==> config.mk <==
export PLATFORM = sky130hd
export DESIGN_NAME = ff_write_arbiter
export DESIGN_NICKNAME = d
export VERILOG_FILES = /design/src/rtl/ff_write_arbiter_pkg.sv /design/src/rtl/ff_write_arbiter_rr_pick.sv /design/src/rtl/ff_write_arbiter.sv
export SDC_FILE = /design/constraint.sdc
export NUM_CORES = 1
export LEC_CHECK = 0
export CORE_MARGIN = 2
export CORE_UTILIZATION = 35
export DETAILED_ROUTE_END_ITERATION = 16
export GPL_ROUTABILITY_DRIVEN = 1
export GPL_TIMING_DRIVEN = 1
export PLACE_DENSITY = 0.81
export SLEW_MARGIN = 40
export SYNTH_ARGS = -nofsm -noshare
export SYNTH_HDL_FRONTEND = slang
export SYNTH_SLANG_ARGS = --single-unit
==> constraint.sdc <==
create_clock -name clk -period 3.6 [get_ports clk]
set_clock_uncertainty 0.2 [all_clocks]
set_input_delay 0.54 -clock clk [delete_from_list [all_inputs] [get_ports clk]]
set_output_delay 0.54 -clock clk [all_outputs]
set_load 0.005 [all_outputs]
==> src/rtl/ff_write_arbiter_pkg.sv <==
// Shared types and constants for the register write arbiter.
package ff_arb_pkg;

    // Completed-write counter width; the counter wraps modulo 2^COUNT_W.
    localparam int COUNT_W = 16;

    // Transaction sequencer: latch a winner, drive one write, check readback.
    typedef enum logic [1:0] {
        IDLE   = 2'd0,
        ISSUE  = 2'd1,
        SETTLE = 2'd2
    } state_t;

endpackage

==> src/rtl/ff_write_arbiter_rr_pick.sv <==
// Round-robin picker: first active request after ptr, wrapping modulo NREQ.
// The requester at ptr itself is searched last, so the last owner has the
// lowest priority but still wins when it is the only one asking.
module rr_pick #(
    parameter int NREQ = 4,
    parameter int IDW  = $clog2(NREQ)
) (
    input  logic [NREQ-1:0] req,
    input  logic [IDW-1:0]  ptr,
    output logic [IDW-1:0]  gnt_id,
    output logic            any
);

    logic [IDW-1:0] idx;
    logic           found;

    assign any = |req;

    // Walk ptr+1, ptr+2, ... ptr+NREQ and keep the first set request.
    always_comb begin
        gnt_id = '0;
        idx    = '0;
        found  = 1'b0;
        for (int k = 1; k <= NREQ; k++) begin
            idx = IDW'((int'(ptr) + k) % NREQ);
            if (!found && req[idx]) begin
                found  = 1'b1;
                gnt_id = idx;
            end
        end
    end

endmodule

==> src/rtl/ff_write_arbiter.sv <==
// Round-robin write arbiter in front of one enable-gated register.
// Each transaction takes three cycles: latch winner, pulse en/ready,
// compare readback. Tracks last owner, good-write count and a sticky error.
module ff_write_arbiter
    import ff_arb_pkg::*;
#(
    parameter int NREQ = 4,
    parameter int DW   = 32,
    parameter int IDW  = $clog2(NREQ)
) (
    input  logic                  clk,
    input  logic                  rst,
    input  logic [NREQ-1:0]       req_valid,
    input  logic [NREQ*DW-1:0]    req_data,
    output logic [NREQ-1:0]       req_ready,
    output logic                  en,
    output logic [DW-1:0]         d,
    input  logic [DW-1:0]         q,
    output logic [IDW-1:0]        wr_owner,
    output logic [COUNT_W-1:0]    wr_count,
    output logic                  err,
    input  logic                  err_clr,
    output logic                  busy
);

    state_t                     state;
    state_t                     state_nx;
    logic [IDW-1:0]             ptr;
    logic [IDW-1:0]             gnt_id;
    logic                       any;
    logic [DW-1:0]              data_r;
    logic [NREQ-1:0][DW-1:0]    lane_data;
    logic                       rb_match;

    // Per-requester view of the flat data bus.
    assign lane_data = req_data;

    rr_pick #(
        .NREQ (NREQ),
        .IDW  (IDW)
    ) u_pick (
        .req    (req_valid),
        .ptr    (ptr),
        .gnt_id (gnt_id),
        .any    (any)
    );

    // State register.
    always_ff @(posedge clk or posedge rst) begin
        if (rst) state <= IDLE;
        else     state <= state_nx;
    end

    // Next state: IDLE waits for a request, ISSUE and SETTLE last one cycle each.
    always_comb begin
        state_nx = state;
        case (state)
            IDLE:    if (any) state_nx = ISSUE;
            ISSUE:   state_nx = SETTLE;
            SETTLE:  state_nx = IDLE;
            default: state_nx = IDLE;
        endcase
    end

    // Winner and its data are captured in IDLE so later valid/data changes
    // by the requester cannot disturb the write in flight; the priority
    // pointer moves only once the write is actually issued.
    always_ff @(posedge clk or posedge rst) begin
        if (rst) begin
            ptr      <= IDW'(NREQ - 1);
            data_r   <= '0;
            wr_owner <= '0;
        end else if (state == IDLE && any) begin
            wr_owner <= gnt_id;
            data_r   <= lane_data[gnt_id];
        end else if (state == ISSUE) begin
            ptr      <= wr_owner;
        end
    end

    assign rb_match = (q == data_r);

    // Readback check in SETTLE; a mismatch beats a simultaneous clear.
    always_ff @(posedge clk or posedge rst) begin
        if (rst) begin
            wr_count <= '0;
            err      <= 1'b0;
        end else begin
            if (state == SETTLE && rb_match)
                wr_count <= wr_count + COUNT_W'(1);
            if (state == SETTLE && !rb_match)
                err <= 1'b1;
            else if (err_clr)
                err <= 1'b0;
        end
    end

    assign en   = (state == ISSUE);
    assign d    = data_r;
    assign busy = (state != IDLE);

    // One-hot ready strobe for the latched owner during ISSUE.
    for (genvar i = 0; i < NREQ; i++) begin : g_ready
        assign req_ready[i] = (state == ISSUE) && (wr_owner == IDW'(i));
    end

endmodule

## Word-level counts from Yosys, hierarchy flattened

Cells that the tools add are included.

- Add/subtract/negate cells: 5
- Magnitude comparators: 5
- Eq/ne operators: 7
- Multiplexer cells: 21
- Bitwise logic cells: 1
- Reductions and logical operators: 20

Operator list:

| kind | count |
|---|---|
| $bmux W32 S2 | 1 |
| $eq A32 B32 Y1 | 1 |
| $mux W32 | 1 |
| $add A16 B1 Y16 const B | 1 |
| $lt A2 B3 Y1 const B | 5 |
| $logic_and A1 B1 Y1 | 10 |
| $mux W2 | 5 |
| $mux W1 | 9 |
| $bmux W1 S2 | 4 |
| $eq A2 B2 Y1 const B | 3 |
| $add A2 B1 Y2 const B | 2 |
| $add A2 B2 Y2 const B | 2 |
| $eq A2 B1 Y1 const B | 2 |
| $logic_not A1 Y1 | 4 |
| $logic_not A2 Y1 | 2 |
| $pmux W2 S2 | 1 |
| $reduce_bool A2 Y1 | 2 |
| $reduce_or A4 Y1 | 1 |
| $ne A2 B2 Y1 const B | 1 |
| $reduce_and A2 Y1 | 1 |
| $not A1 Y1 | 1 |

- Register bits after elaboration: 55
- Bits of input ports: 167
- Output and inout bits: 57
- Word-level logic and storage cells: 65

## Longest topological paths before layout

- Word-level depth: 15
- Mapped depth: 8
- Mapped depth without buffers: 6

## Hierarchy

A second synthesis with hierarchy kept.

- Cells, all modules: 254
- Area, all modules: 3412.0 µm²

Modules (own cells, without submodules):

| module | instances | cells each | area each (µm²) |
|---|---|---|---|
| ff_write_arbiter | 1 | 240 | 3330.7 |
| rr_pick | 1 | 14 | 81.3 |

## Worst setup path after synthesis

Ideal clock, no wire load.

- Path type: input port to flip-flop
- From: input req_valid[0]
- To: register data_r[27], in the netlist d[27]
- Setup time: 0.142 ns
- Data arrival time: 1.683 ns
- Slack: 1.575 ns
- Stages on the path: 7
- Cells stage by stage: inv_1 -> a22o_1 -> a211oi_2 -> buf_6 -> buf_12 -> mux2i_1 -> o221ai_1

- Word-level cells in the longest chain between the ends: 14
- Elaborated cells on any way between the ends: 25
- Classes of those cells: mux (17); reduce/logical (8)

Ends and longest elaborated chain:

| item | RTL line | text |
|---|---|---|
| start, declared | ff_write_arbiter.sv:13 | `input logic [NREQ-1:0] req_valid,` |
| $bmux W1 S2 | ff_write_arbiter_rr_pick.sv:26 | `if (!found && req[idx]) begin` |
| $mux W1 (implied by the code) | ff_write_arbiter_rr_pick.sv:26 |  |
| $mux W1 | ff_write_arbiter_rr_pick.sv:26 |  |
| $logic_not A1 Y1 | ff_write_arbiter_rr_pick.sv:26 |  |
| $logic_and A1 B1 Y1 | ff_write_arbiter_rr_pick.sv:26 |  |
| $mux W1 | ff_write_arbiter_rr_pick.sv:26 |  |
| $logic_not A1 Y1 | ff_write_arbiter_rr_pick.sv:26 |  |
| $logic_and A1 B1 Y1 | ff_write_arbiter_rr_pick.sv:26 |  |
| $mux W1 | ff_write_arbiter_rr_pick.sv:26 |  |
| $logic_not A1 Y1 | ff_write_arbiter_rr_pick.sv:26 |  |
| $logic_and A1 B1 Y1 | ff_write_arbiter_rr_pick.sv:26 |  |
| $mux W2 | ff_write_arbiter_rr_pick.sv:26 |  |
| $bmux W32 S2 | ff_write_arbiter.sv:75 | `data_r <= lane_data[gnt_id];` |
| $mux W32 (implied by the code) | ff_write_arbiter.sv:75 |  |
| end signal, assigned | ff_write_arbiter.sv:75 |  |
| end, declared | ff_write_arbiter.sv:31 | `logic [DW-1:0] data_r;` |

Several ways; a longest one is shown, not always the timed one. The select of a mux whose other input is x is not followed.
A chain may end at the register's enable or synchronous reset.

## Worst setup path after layout

- From: input q[25]
- To: register wr_count[1]

- Word-level cells in the longest chain between the ends: 2

Ends and longest elaborated chain:

| item | RTL line | text |
|---|---|---|
| start, declared | ff_write_arbiter.sv:18 | `input logic [DW-1:0] q,` |
| $eq A32 B32 Y1 | ff_write_arbiter.sv:81 | `assign rb_match = (q == data_r);` |
| $logic_and A1 B1 Y1 | ff_write_arbiter.sv:89 | `if (state == SETTLE && rb_match)` |
| end signal, assigned | ff_write_arbiter.sv:90 | `wr_count <= wr_count + COUNT_W'(1);` |
| end, declared | ff_write_arbiter.sv:20 | `output logic [COUNT_W-1:0] wr_count,` |

No other way between the ends.

==> out/qor.txt <==
Pwr Total -> 3380 uW
WHS Path Cells -> 1
Final non-filler cell area -> 0.00586 mm2
Crit path largest cell delay -> 0.51 ns
Setup TNS -> 0 ns
Port Buffers -> 223
Ys Warns -> 0
Final setup fails -> 0
Drt pass-1 iters -> 5
Initial Utilization -> 0.357
Share of the synthesized area in the top cell type -> 0.386
Post-synth top area cell -> dfrtp_1
# hold bufs at CTS -> 0
Worst Tran Pin Value -> 0.662 ns
Largest delay share family, worst path -> simple AND/OR/NAND/NOR gates
Number of buffers created by CTS -> 5
Die height -> 103 um
Number of fillers in the final layout -> 866
Post-synth EDFFs -> 0
Post-detailed-route DRC marker count -> 0
Global-route wire length before repair -> 18,100 um
Synth Flop Type -> dfrtp_1
CTS root buffer -> clkbuf_8
# Post-CTS Setup Buffers -> 0
FF-to-FF setup slack -> 1.03 ns
GRT Overall Usage -> 0.225
Total wire length -> 12,000 um
Final #Nets -> 718
Largest net degree at the start of global routing -> 48
WS Path Type -> primary input to flip-flop
GP Congestion -> 0.852
Post-DP HPWL -> 9650 um
Clock sinks -> 55
Seq cells post-synth -> 55
Vias per inst -> 5.05
Vias in the first global route -> 3,537
Die area -> 0.0106 mm2
Top cells by area, synth -> dfrtp_1 (39%), mux2i_1 (19%), o221ai_1 (8.1%)
Placeable core area -> 0.00964 mm2
Worst r2r src -> d[25]
Hold WC Path Type -> flip-flop to flip-flop
Vias -> 3,452
Crit. End Element -> flip-flop
Initial antenna violation count -> 0
Met1 WL -> 4680 um
Fraction of layout cells with a size suffix above 1 -> 0.0399
Avg Cell Area, Syn -> 10.4 um2
H-tree depth -> 2
# IOs -> 224
Placed cell areas -> 0.00576 mm2
Final Hold Viols -> 0
Met3 WL post-DR -> 849 um
Reg2Reg Depth -> 6
Site Rows -> 36
Clk buf depth -> 2
Cell Area, Synth -> 0.00344 mm2
Overflow after GRT -> 0
Routed Antenna Nets -> 0
Fin util -> 0.608
Reg2reg end -> wr_count[1]
Data required, critical path -> 3.60 ns
Asr flop ratio synth -> 1.00
Synthesized instance count -> 330
Max-cap violations -> 0
Maximum clock frequency -> 363 MHz
Sequential fraction of the synthesis area -> 0.401
Peak supply drop -> 0.000324 V
Max-slew violation count -> 0
Met2 wire len -> 6280 um
TritonCTS clock tree -> yes
CP arrival -> 2.75 ns
Relative slew slack -> 0.558
Initial drt markers -> 90
Area Growth Syn to Fin -> 70.4%
# diodes -> 0
Pleak -> 0.00249 uW
Crit-path max FO -> 16
Post-CTS sizing -> 0
Part of the cycle the worst path needs -> 0.765
Most common cell in the synthesized netlist -> mux2i_1
CP Cell Sequence -> clkdlybuf4s50_1 -> xor2_1 -> nor4_1 -> nand4_1 -> nor2_4 -> nand2_1 -> mux2_1
Clk Latency, worst-skew pair -> 0.30 ns
Slowest cell on the critical path -> nor4_1
Final min period -> 2.76 ns
Netlist cell types -> 35
CP startpoint kind -> primary input
Status -> finished, final reports clean
Clock-pin slew on the worst setup and hold paths -> 0.10 ns
Pwr Density -> 577 mW/mm2
Worst Hold End -> wr_count[11]
Die width -> 103 um
Max layer used -> met4
Fin Hold WS -> 0.300 ns
Drt wl/cell -> 17.5 um
Worst hold start -> wr_count[11]
Post-Syn Nets -> 498
RSZ-0062 raised after global routing -> false
Post-synth top cells -> mux2i_1 (64), dfrtp_1 (53), nand2_1 (48), o221ai_1 (32), xor2_1 (32)
Sum of buffers and inverters on the critical path -> 1
==> flip-flops by register name, summed over array words and instances (netlist names) <==
| signal | count |
|---|---|
| d | 32 |
| err | 1 |
| ptr | 2 |
| state | 2 |
| wr_count | 16 |
| wr_owner | 2 |
==> metal layers <==
layer / vias up / global-route usage
met4: 0 / 0.0506
met3: 10 / 0.0569
li1: 1636 / -
met2: 150 / 0.409
met1: 1656 / 0.266
met5: - / 0
==> cell families after synthesis <==
kind of cell,share of synthesized area
multiplexers,0.190
flip-flops,0.401
XOR/XNOR,0.120
AND/OR/NAND/NOR,0.131
AO/OA/AOI/OAI,0.101
buffers and inverters,0.0549
adder cells (fa/ha/maj),0.00364
==> power breakdown <==
group	switching [uW]	internal (uW)	total [uW]
Combinational	865	1050	1920
Clock	207	176	383
Sequential	234	848	1080
==> placed cells by master (no fill, tap or decap), types with 3 or more instances in the layout <==
master           synthesis  final
nand2b_1                 4      4
a21oi_1                  3      3
nor4_1                   8      8
nand3_1                  8      8
nand4_1                  6      6
o221ai_1                32     32
dfrtp_1                 53     53
nand2_1                 48     48
inv_1                    6      5
clkbuf_8                 0      7
xor2_1                  32     32
buf_4                    1      7
xnor2_1                 15     15
mux2i_1                 64     64
and3_1                   5      5
clkdlybuf4s50_1          0    223
nor3_1                   3      3
nor2_1                   7      7
==> how the worst max path moves through the flow <==
stage               startpoint     endpoint  slack, ns  cells past startpoint
global route             q[25]  wr_count[1]       0.70                      7
finish                   q[25]  wr_count[1]       0.84                      7
floorplan                  rst         d[0]       1.52                      1
detailed placement       q[25]  wr_count[1]       0.51                      7
global placement         q[25]  wr_count[1]       0.44                      7
CTS                      q[25]  wr_count[1]       0.84                      7
==> through the flow <==
step	setup slack [ns]	cells
finish	0.844	684
global route	0.698	684
CTS	0.844	684
detailed placement	0.510	676
global placement	0.437	676
floorplan	1.52	330
==> layout make-up <==
| type | instances | area, um2 | share of cell area |
|---|---|---|---|
| clock buffer | 7 | 96.3 | 0.0164 |
| clock inverter | 1 | 7.51 | 0.00128 |
| inverter | 7 | 27.5 | 0.00470 |
| multi-input combinational | 250 | 1880 | 0.321 |
| sequential | 55 | 1380 | 0.235 |
| tap | 133 | 166 | 0.0284 |
| timing repair buffer | 231 | 2300 | 0.393 |
(Power assumes the default switching activity.)
